## src/rtl/fp_pack.sv

```systemverilog
// Two-stage elastic floating-point packer: rounds to nearest-even, then encodes specials,
// overflow and flush-to-zero underflow. Define FP_PACK_SATURATE_EN to saturate on overflow.
module fp_pack #(
  parameter int unsigned DATA_W = 32,
  parameter int unsigned EXP_W  = 8
) (
  input  logic                      clk_i,
  input  logic                      arst_n_i,
  input  logic                      valid_i,
  output logic                      ready_o,
  input  logic                      sign_i,
  input  logic [EXP_W+1:0]          exp_i,
  input  logic [DATA_W-EXP_W+2:0]   man_i,
  input  logic                      nan_i,
  input  logic                      inf_i,
  input  logic                      zero_i,
  output logic                      valid_o,
  input  logic                      ready_i,
  output logic [DATA_W-1:0]         data_o,
  output logic                      overflow_o,
  output logic                      underflow_o,
  output logic                      inexact_o
);

  localparam int unsigned MAN_W = DATA_W - EXP_W;
  localparam logic signed [EXP_W+2:0] EMax = (EXP_W+3)'((2 ** EXP_W) - 1);

  // Stage 1 state
  logic                 v1_q, v1_d;
  logic                 sign1_q, sign1_d;
  logic [EXP_W+1:0]     exp1_q, exp1_d;
  logic                 carry1_q, carry1_d;
  logic [MAN_W-2:0]     frac1_q, frac1_d;
  logic                 inx1_q, inx1_d;
  logic                 nan1_q, nan1_d;
  logic                 inf1_q, inf1_d;
  logic                 zero1_q, zero1_d;

  // Stage 2 state
  logic                 v2_q, v2_d;
  logic [DATA_W-1:0]    data_q, data_d;
  logic                 ovf_q, ovf_d;
  logic                 unf_q, unf_d;
  logic                 inx_q, inx_d;

  logic                 en1, en2;
  logic                 inc;
  logic                 fcarry;
  logic [MAN_W-2:0]     fsum;
  logic signed [EXP_W+2:0] e;
  logic [MAN_W-2:0]     frac;

  assign en2     = ~v2_q | ready_i;
  assign en1     = ~v1_q | en2;
  assign ready_o = en1;

  // Round: the fraction carry only reaches past the hidden bit when the hidden bit is set.
  always_comb begin
    inc            = man_i[2] & (man_i[1] | man_i[0] | man_i[3]);
    {fcarry, fsum} = {1'b0, man_i[MAN_W+1:3]} + MAN_W'(inc);

    v1_d     = en1 ? valid_i : v1_q;
    sign1_d  = sign1_q;
    exp1_d   = exp1_q;
    carry1_d = carry1_q;
    frac1_d  = frac1_q;
    inx1_d   = inx1_q;
    nan1_d   = nan1_q;
    inf1_d   = inf1_q;
    zero1_d  = zero1_q;
    if (en1 && valid_i) begin
      sign1_d  = sign_i;
      exp1_d   = exp_i;
      carry1_d = fcarry & man_i[MAN_W+2];
      frac1_d  = fsum;
      inx1_d   = |man_i[2:0];
      nan1_d   = nan_i;
      inf1_d   = inf_i;
      zero1_d  = zero_i;
    end
  end

  // Pack
  always_comb begin
    e    = $signed({exp1_q[EXP_W+1], exp1_q}) + $signed({{(EXP_W+2){1'b0}}, carry1_q});
    frac = carry1_q ? '0 : frac1_q;

    v2_d   = en2 ? v1_q : v2_q;
    data_d = data_q;
    ovf_d  = ovf_q;
    unf_d  = unf_q;
    inx_d  = inx_q;
    if (en2 && v1_q) begin
      ovf_d = 1'b0;
      unf_d = 1'b0;
      inx_d = 1'b0;
      if (nan1_q) begin
        data_d = {1'b0, {EXP_W{1'b1}}, 1'b1, {(MAN_W-2){1'b0}}};
      end else if (inf1_q) begin
        data_d = {sign1_q, {EXP_W{1'b1}}, {(MAN_W-1){1'b0}}};
      end else if (zero1_q) begin
        data_d = {sign1_q, {(DATA_W-1){1'b0}}};
      end else if (e >= EMax) begin
        ovf_d = 1'b1;
        inx_d = 1'b1;
`ifdef FP_PACK_SATURATE_EN
        data_d = {sign1_q, {(EXP_W-1){1'b1}}, 1'b0, {(MAN_W-1){1'b1}}};
`else
        data_d = {sign1_q, {EXP_W{1'b1}}, {(MAN_W-1){1'b0}}};
`endif
      end else if (e[EXP_W+2] || (e == '0)) begin
        unf_d  = 1'b1;
        inx_d  = 1'b1;
        data_d = {sign1_q, {(DATA_W-1){1'b0}}};
      end else begin
        inx_d  = inx1_q;
        data_d = {sign1_q, e[EXP_W-1:0], frac};
      end
    end
  end

  always_ff @(posedge clk_i or negedge arst_n_i) begin
    if (!arst_n_i) begin
      v1_q     <= 1'b0;
      sign1_q  <= 1'b0;
      exp1_q   <= '0;
      carry1_q <= 1'b0;
      frac1_q  <= '0;
      inx1_q   <= 1'b0;
      nan1_q   <= 1'b0;
      inf1_q   <= 1'b0;
      zero1_q  <= 1'b0;
      v2_q     <= 1'b0;
      data_q   <= '0;
      ovf_q    <= 1'b0;
      unf_q    <= 1'b0;
      inx_q    <= 1'b0;
    end else begin
      v1_q     <= v1_d;
      sign1_q  <= sign1_d;
      exp1_q   <= exp1_d;
      carry1_q <= carry1_d;
      frac1_q  <= frac1_d;
      inx1_q   <= inx1_d;
      nan1_q   <= nan1_d;
      inf1_q   <= inf1_d;
      zero1_q  <= zero1_d;
      v2_q     <= v2_d;
      data_q   <= data_d;
      ovf_q    <= ovf_d;
      unf_q    <= unf_d;
      inx_q    <= inx_d;
    end
  end

  assign valid_o     = v2_q;
  assign data_o      = data_q;
  assign overflow_o  = ovf_q;
  assign underflow_o = unf_q;
  assign inexact_o   = inx_q;

endmodule

```

## config.mk

```make
export PLATFORM = sky130hd
export DESIGN_NAME = fp_pack
export DESIGN_NICKNAME = d
export VERILOG_FILES = /design/src/rtl/fp_pack.sv
export SDC_FILE = /design/constraint.sdc
export NUM_CORES = 1
export LEC_CHECK = 0
export CORE_MARGIN = 4
export CORE_UTILIZATION = 40
export DETAILED_ROUTE_END_ITERATION = 6
export HOLD_SLACK_MARGIN = 0.05
export PLACE_DENSITY = 0.64
export SETUP_SLACK_MARGIN = 0.05
export SKIP_CTS_REPAIR_TIMING = 1
export SYNTH_ARGS = -nofsm -noshare
export SYNTH_HDL_FRONTEND = slang
export SYNTH_SLANG_ARGS = --single-unit
```

## constraint.sdc

```tcl
create_clock -name clk_i -period 5.6 [get_ports clk_i]
set_clock_uncertainty 0.2 [all_clocks]
set_input_delay 1.68 -clock clk_i [delete_from_list [all_inputs] [get_ports clk_i]]
set_output_delay 1.68 -clock clk_i [all_outputs]
set_load 0.02 [all_outputs]
```

==> results of run 1 <==
layout make-up:
| class | count | share of cell area |
|---|---|---|
| clock inverters | 7 | 0.0125 |
| clock buffers | 9 | 0.0263 |
| multi-input cells | 236 | 0.348 |
| inverters | 7 | 0.00557 |
| flip-flops and latches | 76 | 0.403 |
| repair buffers | 84 | 0.176 |
| well taps | 108 | 0.0287 |
critical path, cell delays in order:
cell             delay, ns
clkdlybuf4s50_1       0.41
nor2b_1               0.22
nand2_1               0.13
clkdlybuf4s50_1       0.55
flip-flops by register name, summed over array words and instances (netlist names):
register     flops
data_o          32
frac1_q         23
exp1_q          10
carry1_q         1
inexact_o        1
inf1_q           1
inx1_q           1
nan1_q           1
overflow_o       1
sign1_q          1
underflow_o      1
v1_q             1
valid_o          1
zero1_q          1
Yosys cell counts, types with 3 or more instances:
cell | n | share of area
o21ai_0 | 23 | 0.031
ha_1 | 3 | 0.010
mux2_2 | 15 | 0.046
nand3b_1 | 3 | 0.0061
nor3_1 | 14 | 0.019
buf_6 | 6 | 0.018
nand2_1 | 35 | 0.036
and4_1 | 6 | 0.014
dfrtp_1 | 76 | 0.52
inv_1 | 7 | 0.0071
a21oi_1 | 3 | 0.0041
clkbuf_1 | 10 | 0.010
nor2_1 | 23 | 0.023
nand4_1 | 5 | 0.0085
a211oi_1 | 6 | 0.012
a22o_1 | 24 | 0.057
and3_1 | 3 | 0.0051
xor2_1 | 7 | 0.017
and2_1 | 4 | 0.0068
xnor2_1 | 19 | 0.045
nand3_1 | 9 | 0.012
path summary, 6_finish.rpt:
check	startpoint	end	cells past startpoint
min	data_o[31]	data_o[31]	2
max in group asynchronous	arst_n_i	valid_o	1
min in group asynchronous	arst_n_i	exp1_q[1]	1
max reg2reg	carry1_q	data_o[1]	7
min reg2reg	data_o[31]	data_o[31]	2
max	ready_i	ready_o	4
stage by stage:
stage / total power [mW] / hold WS [ns] / setup WS (ns) / instance area, sq um
final: 1.32 / 0.272 / 0.721 / 4720
after global routing: 1.39 / 0.302 / 0.600 / 4720
after CTS: 1.34 / 0.278 / 0.712 / 4720
after detailed placement: 0.938 / 0.261 / 0.724 / 4530
after global placement: 0.930 / 0.257 / 0.734 / 4530
after floorplan: 0.809 / 0.246 / 1.66 / 3680
cells by family (layout without fill, tap and decap cells):
family                     count (synthesis)  in the layout  synth area share
AOI/OAI and AO/OA                         76             76             0.163
xor gates and xnor gates                  26             26            0.0619
adders and majority gates                  3              3            0.0102
buffers and inverters                     25            107            0.0384
DFF                                       76             76             0.517
muxes                                     16             16            0.0486
and+or+nand+nor                          115            115             0.161
power groups by stage:
stage / logic (mW) / clock network, mW / registers, mW
global route: 0.290 / 0.431 / 0.671
finish: 0.263 / 0.394 / 0.660
floorplan: 0.127 / 0 / 0.682
detailed placement: 0.266 / 0 / 0.672
CTS: 0.267 / 0.409 / 0.661
global placement: 0.262 / 0 / 0.668
layer usage:
layer	GRT usage	vias up	share of wire
li1	-	1365	-
met1	0.214	1350	0.47
met4	0.0646	0	0.017
met3	0.0273	11	0.041
met5	0	-	0
met2	0.255	64	0.47
==> results.json, run 1 <==
{
  "tns_ns": 0,
  "core_sq_mm": 0.00885,
  "synthFlopType": "dfrtp_1",
  "synthesis.area_sq_mm": 0.00368,
  "drt-wirelength-per-cell_um": 15.7,
  "dp_hpwl_mm": 5.86,
  "seqPwrFrac": 0.501,
  "rows": 34,
  "hold_violations": 0,
  "grt_max_degree": 77,
  "hp-class": "flop to flop",
  "route.detailed.drc": 0,
  "dp.cells": 511,
  "reg2reg_setup_slack_ns": 2.93,
  "drt_iter0_drc": 90,
  "grt.overflow.total": 0,
  "syn_inst": 337,
  "setup_viol_count_final": 0,
  "path_class": "input pin to output port",
  "synth.ff_latch_count": 76,
  "end_kind": "output port",
  "swShare": 0.309,
  "design.die.area_sq_mm": 0.0108,
  "clock-sinks": 76,
  "rsz0062_at_grt": "false",
  "p_int_mw": 0.910,
  "grt_usage": 0.159,
  "place_congestion": 0.884,
  "max_freq_mhz": 205,
  "fp.dieH_um": 104,
  "regArea_sq_mm": 0.00190,
  "grt_pass1_vias": 2882,
  "n_fill_cell": 835,
  "fin_cells": 527,
  "post-route-util": 0.533,
  "cp.arrival_ns": 3.00,
  "p_sw_mw": 0.407,
  "avgSynthCellArea_sq_um": 10.9,
  "p_per_area_mw_per_mm2": 279,
  "syn_nets": 385,
  "io_buffers": 81,
  "ant_nets": 0,
  "pwr-share-comb": 0.200,
  "fin_crit_ns": 4.88,
  "io_pins": 82,
  "antenna_found_initial": 0,
  "mostFrequentLayoutCells": "clkdlybuf4s50_1 (80), dfrtp_1 (76), nand2_1 (34)",
  "async_reset_ff_frac": 1.00,
  "numCtsBuffers": 9,
  "outcome": "complete, no violations",
  "avgViaCountPerCell": 5.29,
  "clockBufferDepth": 2,
  "drive_gt1_frac": 0.115,
  "power_leakage_nw": 1.92,
  "ys_warn_count": 0,
  "maxSlewHeadroom": 0.363,
  "firstDrtPassIters": 4,
  "diodes": 0,
  "slew_viol_final": 0,
  "required_ns": 3.72,
  "final_common_cell": "clkdlybuf4s50_1",
  "area_growth_pct": 28.2,
  "grt_pass1_wl_mm": 14.2,
  "start_util": 0.416,
  "synth-edff-count": 0,
  "synth_seq_area_share": 0.517,
  "die_w_um": 104,
  "pwr-share-clk": 0.299,
  "synth_cell_type_count": 51,
  "wirelength_mm": 8.29,
  "multi_input_area_sq_mm": 0.00164,
  "vias": 2790,
  "clkTransAtPathRegs_ns": 0.08,
  "crit_fanout": 3,
  "cts_tree": "done",
  "fin_nets": 462,
  "cts.root.buffer_cell": "clkbuf_8",
  "htreeDepth": 3,
  "clk_latency_ns": 0.35,
  "start_kind": "input pin",
  "peakVddDrop_mv": 0.115,
  "period_share": 0.871,
  "drv_cap": 0,
  "worst_slew_pin_slew_ns": 0.955
}
No activity file was read; power rests on OpenSTA's default activity.
==> run 2: changes to the inputs <==
CORE_UTILIZATION = 54   (was 40)
PLACE_DENSITY = 0.83   (was 0.64)
==> run 2 against run 1 <==
Sequential power about the same. Via count increased by 1.4%. Die area decreased by 24%. Utilization increased by 19 points. Flip-flop and latch count unchanged. Register-to-register slack got worse by 0.03 ns. Clock-buffer cell count increased by 1. Largest power group unchanged.
==> results.json, run 2 (same netlist as run 1, synthesis figures left out) <==
{
  "multi_input_area_sq_mm": 0.00164,
  "rows": 29,
  "avgViaCountPerCell": 5.71,
  "cts_tree": "done",
  "clk_latency_ns": 0.35,
  "fin_crit_ns": 4.93,
  "drt-wirelength-per-cell_um": 16.4,
  "vias": 2828,
  "fin_nets": 461,
  "maxSlewHeadroom": 0.275,
  "clockBufferDepth": 2,
  "dp_hpwl_mm": 5.61,
  "end_kind": "output port",
  "ant_nets": 0,
  "grt_usage": 0.205,
  "hold_violations": 0,
  "path_class": "input pin to output port",
  "crit_fanout": 3,
  "route.detailed.drc": 0,
  "grt.overflow.total": 0,
  "rsz0062_at_grt": "false",
  "fin_cells": 495,
  "power_leakage_nw": 1.92,
  "tns_ns": 0,
  "start_util": 0.567,
  "place_congestion": 0.826,
  "swShare": 0.289,
  "worst_slew_pin_slew_ns": 1.08,
  "hp-class": "flop to flop",
  "outcome": "complete, no violations",
  "rr_worst_depth": 7,
  "pwr-share-comb": 0.196,
  "n_fill_cell": 451,
  "post-route-util": 0.723,
  "io_pins": 82,
  "design.die.area_sq_mm": 0.00820,
  "pwr-share-clk": 0.317,
  "dp.cells": 479,
  "total_power_mw": 1.36,
  "final_common_cell": "clkdlybuf4s50_1",
  "area_growth_pct": 27.6,
  "clock-sinks": 76,
  "p_sw_mw": 0.392,
  "regArea_sq_mm": 0.00190,
  "seqPwrFrac": 0.487,
  "diodes": 0,
  "htreeDepth": 3,
  "drt_iter0_drc": 151,
  "routed.top_layer": "met4",
  "peakVddDrop_mv": 0.143,
  "wl_met1_mm": 3.61,
  "grt_pass1_wl_mm": 13.8,
  "reg2reg_setup_slack_ns": 2.90,
  "die_w_um": 90.6,
  "max_freq_mhz": 203,
  "fp.dieH_um": 90.6,
  "p_int_mw": 0.963,
  "drv_cap": 0,
  "drive_gt1_frac": 0.112,
  "wirelength_mm": 8.12,
  "wl_met3_um": 384,
  "largest_register_ffs": 32,
  "cp.arrival_ns": 3.05,
  "slew_viol_final": 0,
  "firstDrtPassIters": 4,
  "period_share": 0.880,
  "hold_depth": 2,
  "hold_start": "data_o[31]",
  "setup_viol_count_final": 0,
  "io_buffers": 81,
  "grt_max_degree": 77,
  "numCtsBuffers": 9,
  "hold_end": "data_o[31]",
  "mostFrequentLayoutCells": "clkdlybuf4s50_1 (80), dfrtp_1 (76), nand2_1 (34)",
  "start_kind": "input pin",
  "wl_met2_mm": 4.02,
  "core_sq_mm": 0.00649,
  "r2r_end": "data_o[3]",
  "grt_pass1_vias": 2899,
  "clkTransAtPathRegs_ns": 0.08,
  "cts.root.buffer_cell": "clkbuf_8",
  "antenna_found_initial": 0,
  "p_per_area_mw_per_mm2": 289,
  "rr_startpoint": "carry1_q",
  "required_ns": 3.72
}
## run 2: cell count changes in the layout (fill, tap and decap cells not counted)
cell / change
buf_4: -1
bufinv_16: +1
clkbuf_8: +1
clkinv_2: -1
clkinvlp_4: +1
inv_6: -1
inv_8: -1
## run 2: per-layer routing
metal  track usage  vias to the layer above
met2         0.341                       72
met5             0                        -
li1              -                     1367
met1         0.266                     1379
met4        0.0727                        0
met3        0.0425                       10
## run 2: final cells by class
| type | count | share of cell area |
|---|---|---|
| inverter | 7 | 0.00560 |
| clock buffer | 10 | 0.0293 |
| clock inverter | 6 | 0.0152 |
| multi-input combinational | 236 | 0.349 |
| sequential | 76 | 0.405 |
| tap | 77 | 0.0205 |
| timing repair buffer | 83 | 0.175 |
## run 2: power by group through the flow
| stage | combinational, mW | clock [mW] | sequential, mW |
|---|---|---|---|
| final | 0.265 | 0.430 | 0.661 |
| after global routing | 0.291 | 0.463 | 0.669 |
| after CTS | 0.267 | 0.435 | 0.660 |
| after detailed placement | 0.265 | 0 | 0.671 |
| after global placement | 0.258 | 0 | 0.666 |
| after floorplan | 0.127 | 0 | 0.682 |
## run 2: worst max-delay path, stage by stage
cell             delay [ns]
clkdlybuf4s50_1        0.42
nor2b_1                0.25
nand2_1                0.14
clkdlybuf4s50_1        0.56
## run 2: metrics by stage
stage                     hold slack (ns)  area [sq um]  setup slack, ns
final                               0.271          4700            0.672
after global routing                0.311          4700            0.594
after CTS                           0.274          4700            0.676
after floorplan                     0.246          3680             1.66
after detailed placement            0.257          4490            0.684
after global placement              0.254          4490            0.739
## run 2: worst max-delay path by stage
stage	startpoint	end	slack (ns)
floorplan	ready_i	ready_o	1.66
global placement	ready_i	ready_o	0.74
detailed placement	ready_i	ready_o	0.68
CTS	ready_i	ready_o	0.68
global route	ready_i	ready_o	0.59
finish	ready_i	ready_o	0.67
==> run 3: changes to the inputs <==
RECOVER_POWER = 25   (was default)
==> run 3 against run 2 <==
The run now ends with capacitance limit, slew limit left. Worst setup slack got worse by 0.13 ns. Wire length about the same. Via count about the same. Combinational power hardly changed. Global-route usage unchanged. Clock-buffer cell count stayed put. Fmax decreased by 2.6%. Power hardly changed. Clock power about the same. Sequential power hardly changed. Critical path type unchanged. Critical endpoint unchanged. Largest cell class unchanged. Highest routed layer unchanged.
==> results.json, run 3 (same netlist as run 1, synthesis figures left out) <==
{
  "grt.overflow.total": 0,
  "power_leakage_nw": 1.92,
  "clkTransAtPathRegs_ns": 0.08,
  "start_util": 0.567,
  "ant_nets": 0,
  "htreeDepth": 3,
  "io_buffers": 81,
  "core_sq_mm": 0.00649,
  "peakVddDrop_mv": 0.143,
  "slew_viol_final": 77,
  "area_growth_pct": 27.5,
  "p_int_mw": 0.963,
  "vias": 2829,
  "setup_viol_count_final": 0,
  "cts_tree": "done",
  "end_kind": "output port",
  "crit_fanout": 3,
  "worstPathCellList": "dlygate4sd3_1 -> nor2b_1 -> nand2_1 -> clkdlybuf4s50_1",
  "mostFrequentLayoutCells": "clkdlybuf4s50_1 (79), dfrtp_1 (76), nand2_1 (34)",
  "p_sw_mw": 0.392,
  "drive_gt1_frac": 0.112,
  "fin_crit_ns": 5.06,
  "pwr-share-clk": 0.317,
  "antenna_found_initial": 0,
  "multi_input_area_sq_mm": 0.00164,
  "wirelength_mm": 8.13,
  "place_congestion": 0.826,
  "required_ns": 3.72,
  "drt-wirelength-per-cell_um": 16.4,
  "rsz0062_at_grt": "false",
  "crit_buf_inv": 2,
  "dp_hpwl_mm": 5.61,
  "diodes": 0,
  "drv_cap": 1,
  "rows": 29,
  "rr_startpoint": "carry1_q",
  "period_share": 0.904,
  "grt_pass1_wl_mm": 13.8,
  "avgViaCountPerCell": 5.72,
  "maxSlewHeadroom": -0.202,
  "fin_nets": 461,
  "p_per_area_mw_per_mm2": 289,
  "clock-sinks": 76,
  "swShare": 0.290,
  "crit_start": "ready_i",
  "outcome": "complete, but fails checks",
  "max_freq_mhz": 198,
  "die_w_um": 90.6,
  "largest_register_ffs": 32,
  "worst_slew_pin_slew_ns": 1.80,
  "numCtsBuffers": 9,
  "total_power_mw": 1.36,
  "regArea_sq_mm": 0.00190,
  "cp.arrival_ns": 3.18,
  "drt_iter0_drc": 151,
  "n_fill_cell": 452,
  "clockBufferDepth": 2,
  "hold_start": "data_o[31]",
  "worst_path_max_delay_cell": "clkdlybuf4s50_1",
  "violations": "capacitance limit, slew limit",
  "grt_max_degree": 77,
  "grt_pass1_vias": 2899,
  "firstDrtPassIters": 4,
  "design.die.area_sq_mm": 0.00820,
  "seqPwrFrac": 0.488,
  "final_common_cell": "clkdlybuf4s50_1",
  "io_pins": 82,
  "grt_usage": 0.205,
  "hp-class": "flop to flop",
  "crit_family": "buffers and inverters",
  "fp.dieH_um": 90.6,
  "path_class": "input pin to output port",
  "tns_ns": 0,
  "cts.root.buffer_cell": "clkbuf_8",
  "critPathMaxStageDelay_ns": 0.56,
  "route.detailed.drc": 0,
  "clk_latency_ns": 0.35,
  "pwr-share-comb": 0.195,
  "start_kind": "input pin",
  "hold_violations": 0
}
## run 3: cell count changes in the layout (fill, tap and decap cells not counted), sizes merged
cell	change
clkbuf	+1
buf	-1
clkdlybuf4s50	-1
dlygate4sd3	+1
## run 3: power by group through the flow
stage,Clock [mW],Combinational (mW),Sequential (mW)
floorplan,0,0.127,0.682
detailed placement,0,0.265,0.671
finish,0.430,0.265,0.661
CTS,0.435,0.267,0.660
global route,0.463,0.290,0.669
global placement,0,0.258,0.666
## run 3: per-stage QoR
| stage | hold slack [ns] | cell area (sq um) | util | worst slack [ns] | std cells |
|---|---|---|---|---|---|
| floorplan | 0.246 | 3680 | - | 1.66 | 337 |
| global placement | 0.254 | 4490 | 0.691 | 0.739 | 479 |
| detailed placement | 0.257 | 4490 | 0.691 | 0.684 | 479 |
| CTS | 0.274 | 4700 | 0.723 | 0.676 | 495 |
| global route | 0.311 | 4690 | 0.723 | 0.464 | 495 |
| finish | 0.271 | 4690 | 0.723 | 0.539 | 495 |
## run 3: layout make-up
class,count,share of cell area
clock buffer,10,0.0293
multi-input combinational,236,0.349
tap,77,0.0205
sequential,76,0.405
timing repair buffer,83,0.175
clock inverter,6,0.0152
inverter,7,0.00560
## run 3: final timing paths
| check | end | slack (ns) | depth (start not counted) |
|---|---|---|---|
| hold / removal | data_o[31] | 0.27 | 2 |
| setup reg to reg | data_o[3] | 2.90 | 7 |
| hold reg to reg | data_o[31] | 0.27 | 2 |
| min in group asynchronous | exp1_q[4] | 1.62 | 1 |
| setup / recovery | ready_o | 0.54 | 4 |
| max in group asynchronous | data_o[30] | 2.52 | 1 |
## run 3: worst reg2reg max path: cells and delay by family, from the launching register on
family / cells / cell delay (ns)
AO/OA/AOI/OAI: 4 / 0.85
adder cells (fa/ha/maj): 1 / 0.36
buffers and inverters: 1 / 0.32
flip-flops: 1 / 0.52
AND/OR/NAND/NOR: 1 / 0.38
## run 3: metal layers
layer | vias up | share of wire | GRT usage
met5 | - | 0 | 0
met4 | 0 | 0.014 | 0.0727
met3 | 10 | 0.047 | 0.0425
met2 | 72 | 0.49 | 0.341
met1 | 1380 | 0.44 | 0.266
li1 | 1367 | - | -
